## config.mk

```make
export PLATFORM = sky130hd
export DESIGN_NAME = apb_regfile_slave
export DESIGN_NICKNAME = d
export VERILOG_FILES = /design/src/rtl/apb_regfile_slave_pkg.sv /design/src/rtl/apb_regfile_slave_reg_bank.sv /design/src/rtl/apb_regfile_slave.sv
export SDC_FILE = /design/constraint.sdc
export NUM_CORES = 1
export LEC_CHECK = 0
export BUFFER_PORTS_ARGS = -buffer_cell sky130_fd_sc_hd__buf_4
export CAP_MARGIN = 10
export CORE_MARGIN = 2
export CORE_UTILIZATION = 65
export DETAILED_ROUTE_END_ITERATION = 10
export PLACE_DENSITY = 0.84
export SYNTH_ARGS = -nofsm -noshare
export SYNTH_HDL_FRONTEND = slang
export SYNTH_SLANG_ARGS = --single-unit
```

## constraint.sdc

```tcl
create_clock -name pclk -period 8.5 [get_ports pclk]
set_input_delay 1.7 -clock pclk [delete_from_list [all_inputs] [get_ports pclk]]
set_output_delay 1.7 -clock pclk [all_outputs]
set_load 0.03 [all_outputs]
```

## src/rtl/apb_regfile_slave_pkg.sv

```systemverilog
// Shared types and widths for the APB register-file completer.
package apb_pkg;

    localparam int APB_ADDR_W     = 32;
    localparam int APB_DATA_W     = 32;
    localparam int APB_WORD_BYTES = 4;

    // Completer FSM: idle until an access phase, count wait states, respond once.
    typedef enum logic [1:0] {
        S_IDLE = 2'd0,
        S_WAIT = 2'd1,
        S_RESP = 2'd2
    } apb_slv_state_t;

endpackage

```

## src/rtl/apb_regfile_slave_reg_bank.sv

```systemverilog
// Data registers plus saturating read/write counters. One index serves both
// the write port and the combinational read port; index NUM_REGS selects the
// read-only status word {rd_cnt, wr_cnt}.
module apb_reg_bank
    import apb_pkg::*;
#(
    parameter int NUM_REGS = 8,
    parameter int IDX_W    = 4
) (
    input  logic                  pclk,
    input  logic                  preset_n,
    input  logic                  wr_en,
    input  logic [IDX_W-1:0]      idx,
    input  logic [APB_DATA_W-1:0] wr_data,
    input  logic                  rd_inc,
    input  logic                  wr_inc,
    output logic [APB_DATA_W-1:0] rd_data
);

    logic [APB_DATA_W-1:0] regs [NUM_REGS];
    logic [15:0]           rd_cnt;
    logic [15:0]           wr_cnt;

    // Register array: cleared by reset, written one word per committed write.
    always_ff @(posedge pclk or negedge preset_n) begin
        if (!preset_n) begin
            for (int i = 0; i < NUM_REGS; i++) begin
                regs[i] <= '0;
            end
        end else begin
            for (int i = 0; i < NUM_REGS; i++) begin
                if (wr_en && (idx == IDX_W'(i))) begin
                    regs[i] <= wr_data;
                end
            end
        end
    end

    // Success counters stick at all-ones instead of wrapping.
    always_ff @(posedge pclk or negedge preset_n) begin
        if (!preset_n) begin
            rd_cnt <= '0;
            wr_cnt <= '0;
        end else begin
            if (rd_inc && (rd_cnt != 16'hFFFF)) begin
                rd_cnt <= rd_cnt + 16'd1;
            end
            if (wr_inc && (wr_cnt != 16'hFFFF)) begin
                wr_cnt <= wr_cnt + 16'd1;
            end
        end
    end

    // Read mux; indices beyond the status word read as zero.
    always_comb begin
        rd_data = '0;
        for (int i = 0; i < NUM_REGS; i++) begin
            if (idx == IDX_W'(i)) begin
                rd_data = regs[i];
            end
        end
        if (idx == IDX_W'(NUM_REGS)) begin
            rd_data = {rd_cnt, wr_cnt};
        end
    end

endmodule

```

## src/rtl/apb_regfile_slave.sv

```systemverilog
// APB completer fronting a small register bank with programmable wait states.
//
// Handshake: an access is accepted only when psel_i and penable_i are both
// high in S_IDLE (setup-phase psel_i alone is ignored). The response is a
// single registered pready_o pulse; prdata_o/pslverr_o are meaningful only
// in that cycle and are zero otherwise. Dropping psel_i while waiting aborts
// the access with no response, no commit and no count.
module apb_regfile_slave
    import apb_pkg::*;
#(
    parameter logic [APB_ADDR_W-1:0] BASE_ADDR   = 32'hA000,
    parameter int                    NUM_REGS    = 8,
    parameter int                    WAIT_CYCLES = 2
) (
    input  logic                  pclk,
    input  logic                  preset_n,
    input  logic                  psel_i,
    input  logic                  penable_i,
    input  logic [APB_ADDR_W-1:0] paddr_i,
    input  logic                  pwrite_i,
    input  logic [APB_DATA_W-1:0] pwdata_i,
    output logic [APB_DATA_W-1:0] prdata_o,
    output logic                  pready_o,
    output logic                  pslverr_o
);

    localparam int          IDX_W   = $clog2(NUM_REGS + 1);
    localparam logic [3:0]  WAIT_LD = 4'(WAIT_CYCLES);

    apb_slv_state_t        state;
    logic [3:0]            wait_cnt;
    logic [APB_ADDR_W-1:0] cap_addr;
    logic                  cap_write;
    logic [APB_DATA_W-1:0] cap_wdata;

    logic                  access;
    logic                  in_idle;
    logic [APB_ADDR_W-1:0] dec_addr;
    logic                  dec_write;
    logic [APB_ADDR_W-1:0] word_off;
    logic                  dec_in_range;
    logic                  dec_is_status;
    logic                  dec_err;
    logic [IDX_W-1:0]      dec_idx;
    logic                  enter_resp;
    logic                  commit_ok;
    logic                  bank_wr_en;
    logic                  bank_rd_inc;
    logic                  bank_wr_inc;
    logic [APB_DATA_W-1:0] bank_rd_data;

    assign access  = psel_i & penable_i;
    assign in_idle = (state == S_IDLE);

    // Decode the live bus in S_IDLE (the zero-wait path enters S_RESP on the
    // capture edge itself) and the captured transfer everywhere else.
    always_comb begin
        dec_addr      = in_idle ? paddr_i : cap_addr;
        dec_write     = in_idle ? pwrite_i : cap_write;
        word_off      = (dec_addr - BASE_ADDR) >> 2;
        dec_in_range  = (dec_addr >= BASE_ADDR) && (word_off <= 32'(NUM_REGS));
        dec_is_status = (word_off == 32'(NUM_REGS));
        dec_idx       = word_off[IDX_W-1:0];
        dec_err       = !dec_in_range
                        || (dec_addr[1:0] != 2'b00)
                        || (dec_write && dec_is_status);
    end

    // Response is due next cycle: straight from idle with no wait states, or
    // on the last wait state while the requester still holds psel_i.
    always_comb begin
        enter_resp = 1'b0;
        if (in_idle && access && (WAIT_CYCLES == 0)) begin
            enter_resp = 1'b1;
        end else if ((state == S_WAIT) && psel_i && (wait_cnt == 4'd1)) begin
            enter_resp = 1'b1;
        end
    end

    // Writes land and counters move on the edge that ends S_RESP.
    assign commit_ok   = (state == S_RESP) && !dec_err;
    assign bank_wr_en  = commit_ok && cap_write;
    assign bank_wr_inc = commit_ok && cap_write;
    assign bank_rd_inc = commit_ok && !cap_write;

    // FSM, wait counter and capture registers.
    always_ff @(posedge pclk or negedge preset_n) begin
        if (!preset_n) begin
            state     <= S_IDLE;
            wait_cnt  <= '0;
            cap_addr  <= '0;
            cap_write <= 1'b0;
            cap_wdata <= '0;
        end else begin
            case (state)
                S_IDLE: begin
                    if (access) begin
                        cap_addr  <= paddr_i;
                        cap_write <= pwrite_i;
                        cap_wdata <= pwdata_i;
                        wait_cnt  <= WAIT_LD;
                        state     <= (WAIT_CYCLES == 0) ? S_RESP : S_WAIT;
                    end
                end
                S_WAIT: begin
                    if (!psel_i) begin
                        state <= S_IDLE;
                    end else if (wait_cnt == 4'd1) begin
                        state <= S_RESP;
                    end else begin
                        wait_cnt <= wait_cnt - 4'd1;
                    end
                end
                S_RESP: begin
                    state <= S_IDLE;
                end
                default: begin
                    state <= S_IDLE;
                end
            endcase
        end
    end

    // Registered response outputs, loaded on entry to S_RESP and zero otherwise.
    always_ff @(posedge pclk or negedge preset_n) begin
        if (!preset_n) begin
            pready_o  <= 1'b0;
            pslverr_o <= 1'b0;
            prdata_o  <= '0;
        end else begin
            pready_o  <= enter_resp;
            pslverr_o <= enter_resp && dec_err;
            prdata_o  <= (enter_resp && !dec_err && !dec_write) ? bank_rd_data : '0;
        end
    end

    apb_reg_bank #(
        .NUM_REGS (NUM_REGS),
        .IDX_W    (IDX_W)
    ) u_bank (
        .pclk     (pclk),
        .preset_n (preset_n),
        .wr_en    (bank_wr_en),
        .idx      (dec_idx),
        .wr_data  (cap_wdata),
        .rd_inc   (bank_rd_inc),
        .wr_inc   (bank_wr_inc),
        .rd_data  (bank_rd_data)
    );

endmodule

```

==> results.yml <==
run_status:
  status: "finished clean"
sta:
  hold_viol: 0
  setup_viol: 0
  finalSetupTns_ps: 0
  max_slew_margin_pct: 11.96
  fmax_ghz: 0.2009
  worst_slack_ps: 3522
  layout_worst_path_cycle_share_pct: 58.56
  fin_hold_ws_ps: 465.0
  rsz0062_at_grt: "no"
  maxSlewViolCount: 0
  skew_ps: 14.19
  period_needed_ps: 4978
  tightest_slew_ps: 1293
pwr:
  comb_power_share_pct: 11.7
  seqPwrFrac_pct: 48.3
  leakagePower_nw: 9.994
  power.density_mw_per_mm2: 219.8
  p_sw_mw: 1.255
  swShare_pct: 28.28
  p_int_mw: 3.181
  ir_drop_mv: 0.1739
  clkPwrFrac_pct: 40.0
global_routing:
  grt_pass1_vias: 13400
  grt_pass1_wl_mm: 71.62
  grt_usage_pct: 31.58
  grt_max_degree: 186
  grt-ovfl-total: 0
  grt_antenna_before_repair: 1
clock_tree:
  htreeDepth: 2
  cts_resized: 0
  clk_latency_ps: 520
  clockBufferDepth: 3
  cts-buffers-inserted: 40
  cts.clk_slew.worst_paths_ps: 60
  postCtsHoldBufs: 0
  tritoncts: "built"
  clock_sinks: 393
  post_cts_buffers: 0
  root_buffer: "clkbuf_16"
drt:
  via_per_inst: 6.413
  wire_per_inst_um: 22.54
  first_iter_violations: 1265
  num_vias: 12630
  drtPass1Iterations: 9
  ant_nets: 0
  drcViolationCount: 0
  wirelength_mm: 44.38
worst_setup_path:
  critPathMaxStageDelay_ps: 700
  crit_start: "state[0]"
  cp.arrival_ps: 5370
  end_kind: "flop"
  crit_required_ps: 8900
  cp_top_family: "simple AND/OR/NAND/NOR gates"
  critPathKind: "flop to flop"
  timing.rr.start: "state[0]"
  path_cells: "or2_1 > mux2i_1 > ha_1 > nor2b_1 > o21ai_0 > a21oi_1 > o41ai_1 > nand3_2 > nor4_4 > nand3_4 > mux2_4"
  cp_max_fo: 32
  cp-start-kind: "flop"
  critPathSlowestCell: "nand3_4"
  cp.buffers_inverters: 0
logic_synthesis:
  async_flop_share_pct: 100.0
  syn_area_mm2: 0.01791
  synth-warning-count: 0
  syn_inst: 1531
  synth_common_cells: "dfrtp_1 (393), nand2_1 (341), mux2_2 (141)"
  synth_flop_cell: "dfrtp_1"
  syn_nets: 1605
  yosysMostFrequentCell: "dfrtp_1"
  synth_top_area_share_pct: 54.91
  yosys_register_bits: 393
  ys_seq_area_share_pct: 54.91
  synth_edf_count: 0
  synthDistinctLibCells: 59
  synth_top_cell_by_area: "dfrtp_1"
  avgSynthCellArea_um2: 11.70
  synth_area_leaders: "dfrtp_1 (55%), mux2_4 (10%), mux2_2 (8.9%), nand2_1 (7.1%), a21oi_1 (2.5%)"
final_layout:
  drive_gt1_share_pct: 28.38
  diodes: 0
  fin_cells: 1969
  final_nets: 1674
  syn_to_final_growth_pct: 12.68
  n_fill_cell: 1681
  final_core_util_pct: 74.67
die:
  die_y_um: 170.0
  die_area_mm2: 0.02890
  core_mm2: 0.02703
  io_pins: 103
  start_util_pct: 66.27
  die_w_um: 170.0
  rows: 60
job:
  cap_viol_max_count: 0
place:
  dpl.hpwl_mm: 25.59
  dp_cells: 1899
  place.gp.congestion: 0.8940
  port_buffers: 102
  place_ws_ps: 3060
min_path:
  min_from: "cap_addr[30]"
  hold_path_class: "flop to flop"
==> kinds of logic (layout without fill, tap and decap cells) <==
kind of cell | count (synthesis) | after routing | share of synthesized area [%]
flip-flops | 393 | 393 | 54.91
AND/OR/NAND/NOR | 495 | 495 | 12.38
XOR/XNOR | 31 | 31 | 1.516
AO/OA/AOI/OAI | 225 | 225 | 8.034
multiplexers | 282 | 282 | 20.10
buffers and inverters | 100 | 197 | 2.711
adder cells (fa/ha/maj) | 5 | 5 | 0.3493
==> per-layer routing <==
metal	up-vias	track usage [%]	routed length, µm
li1	5538	-	-
met1	6391	41.79	17930
met2	568	52.35	21710
met3	129	5.907	3226
met4	2	12.08	1498
met5	-	0	12
==> registers in the layout, summed over array words and instances (netlist names) <==
name / flops
cap_wdata: 32
state: 2
cap_addr: 32
pslverr_o: 1
wait_cnt: 4
pready_o: 1
prdata_o: 32
cap_write: 1
u_bank.rd_cnt: 16
u_bank.regs: 256
u_bank.wr_cnt: 16
==> metrics by stage <==
stage / power [mW] / cell area, µm²
2_1_floorplan: 2.420 / 17910
3_3_place_gp: 2.649 / 18860
3_5_place_dp: 2.675 / 18860
4_1_cts: 4.440 / 20180
5_1_grt: 4.601 / 20180
6_report: 4.436 / 20180
==> power by group through the flow <==
stage / Combinational [mW] / Clock (mW) / Sequential (mW)
floorplan: 0.317 / 0 / 2.10
global route: 0.570 / 1.87 / 2.16
CTS: 0.515 / 1.79 / 2.14
finish: 0.520 / 1.77 / 2.14
detailed placement: 0.507 / 0 / 2.17
global placement: 0.491 / 0 / 2.16
==> final timing paths <==
path	endpoint	slack, ps	depth (start not counted)
max in group asynchronous	u_bank.regs[232]	5570	2
worst max-delay path	u_bank.regs[158]	3520	11
worst min-delay path	cap_addr[30]	470	2
min in group asynchronous	u_bank.regs[251]	1260	1
worst max register to register	u_bank.regs[158]	3520	11
worst min register to register	cap_addr[30]	470	2
==> cell usage in the layout (no fill, tap or decap), types with 14 or more instances in the layout <==
cell type,Yosys,routed
a211oi_1,21,21
a21oi_1,88,88
a222oi_1,31,31
a31oi_1,14,14
buf_4,0,115
clkbuf_16,0,41
dfrtp_1,393,393
mux2_2,141,141
mux2_4,120,120
mux2i_1,21,19
nand2_1,341,341
nand3_1,23,21
nand4_1,14,14
nor2_1,42,39
o21ai_0,48,48
xnor2_1,28,28
==> worst min-delay path, stage by stage, from the launching register on <==
cell and delay (ps):
dfrtp_1 330, nand2_1 50, nand2_1 50
==> layout make-up <==
type	instances	area, µm²	share of cell area [%]
multi-input combinational	1038	7659	37.95
inverter	10	37.54	0.1860
clock inverter	9	123.9	0.6138
timing repair buffer	117	898.4	4.452
clock buffer	61	1201	5.952
tap	341	426.7	2.114
sequential	393	9834	48.73
(Power assumes the default switching activity.)
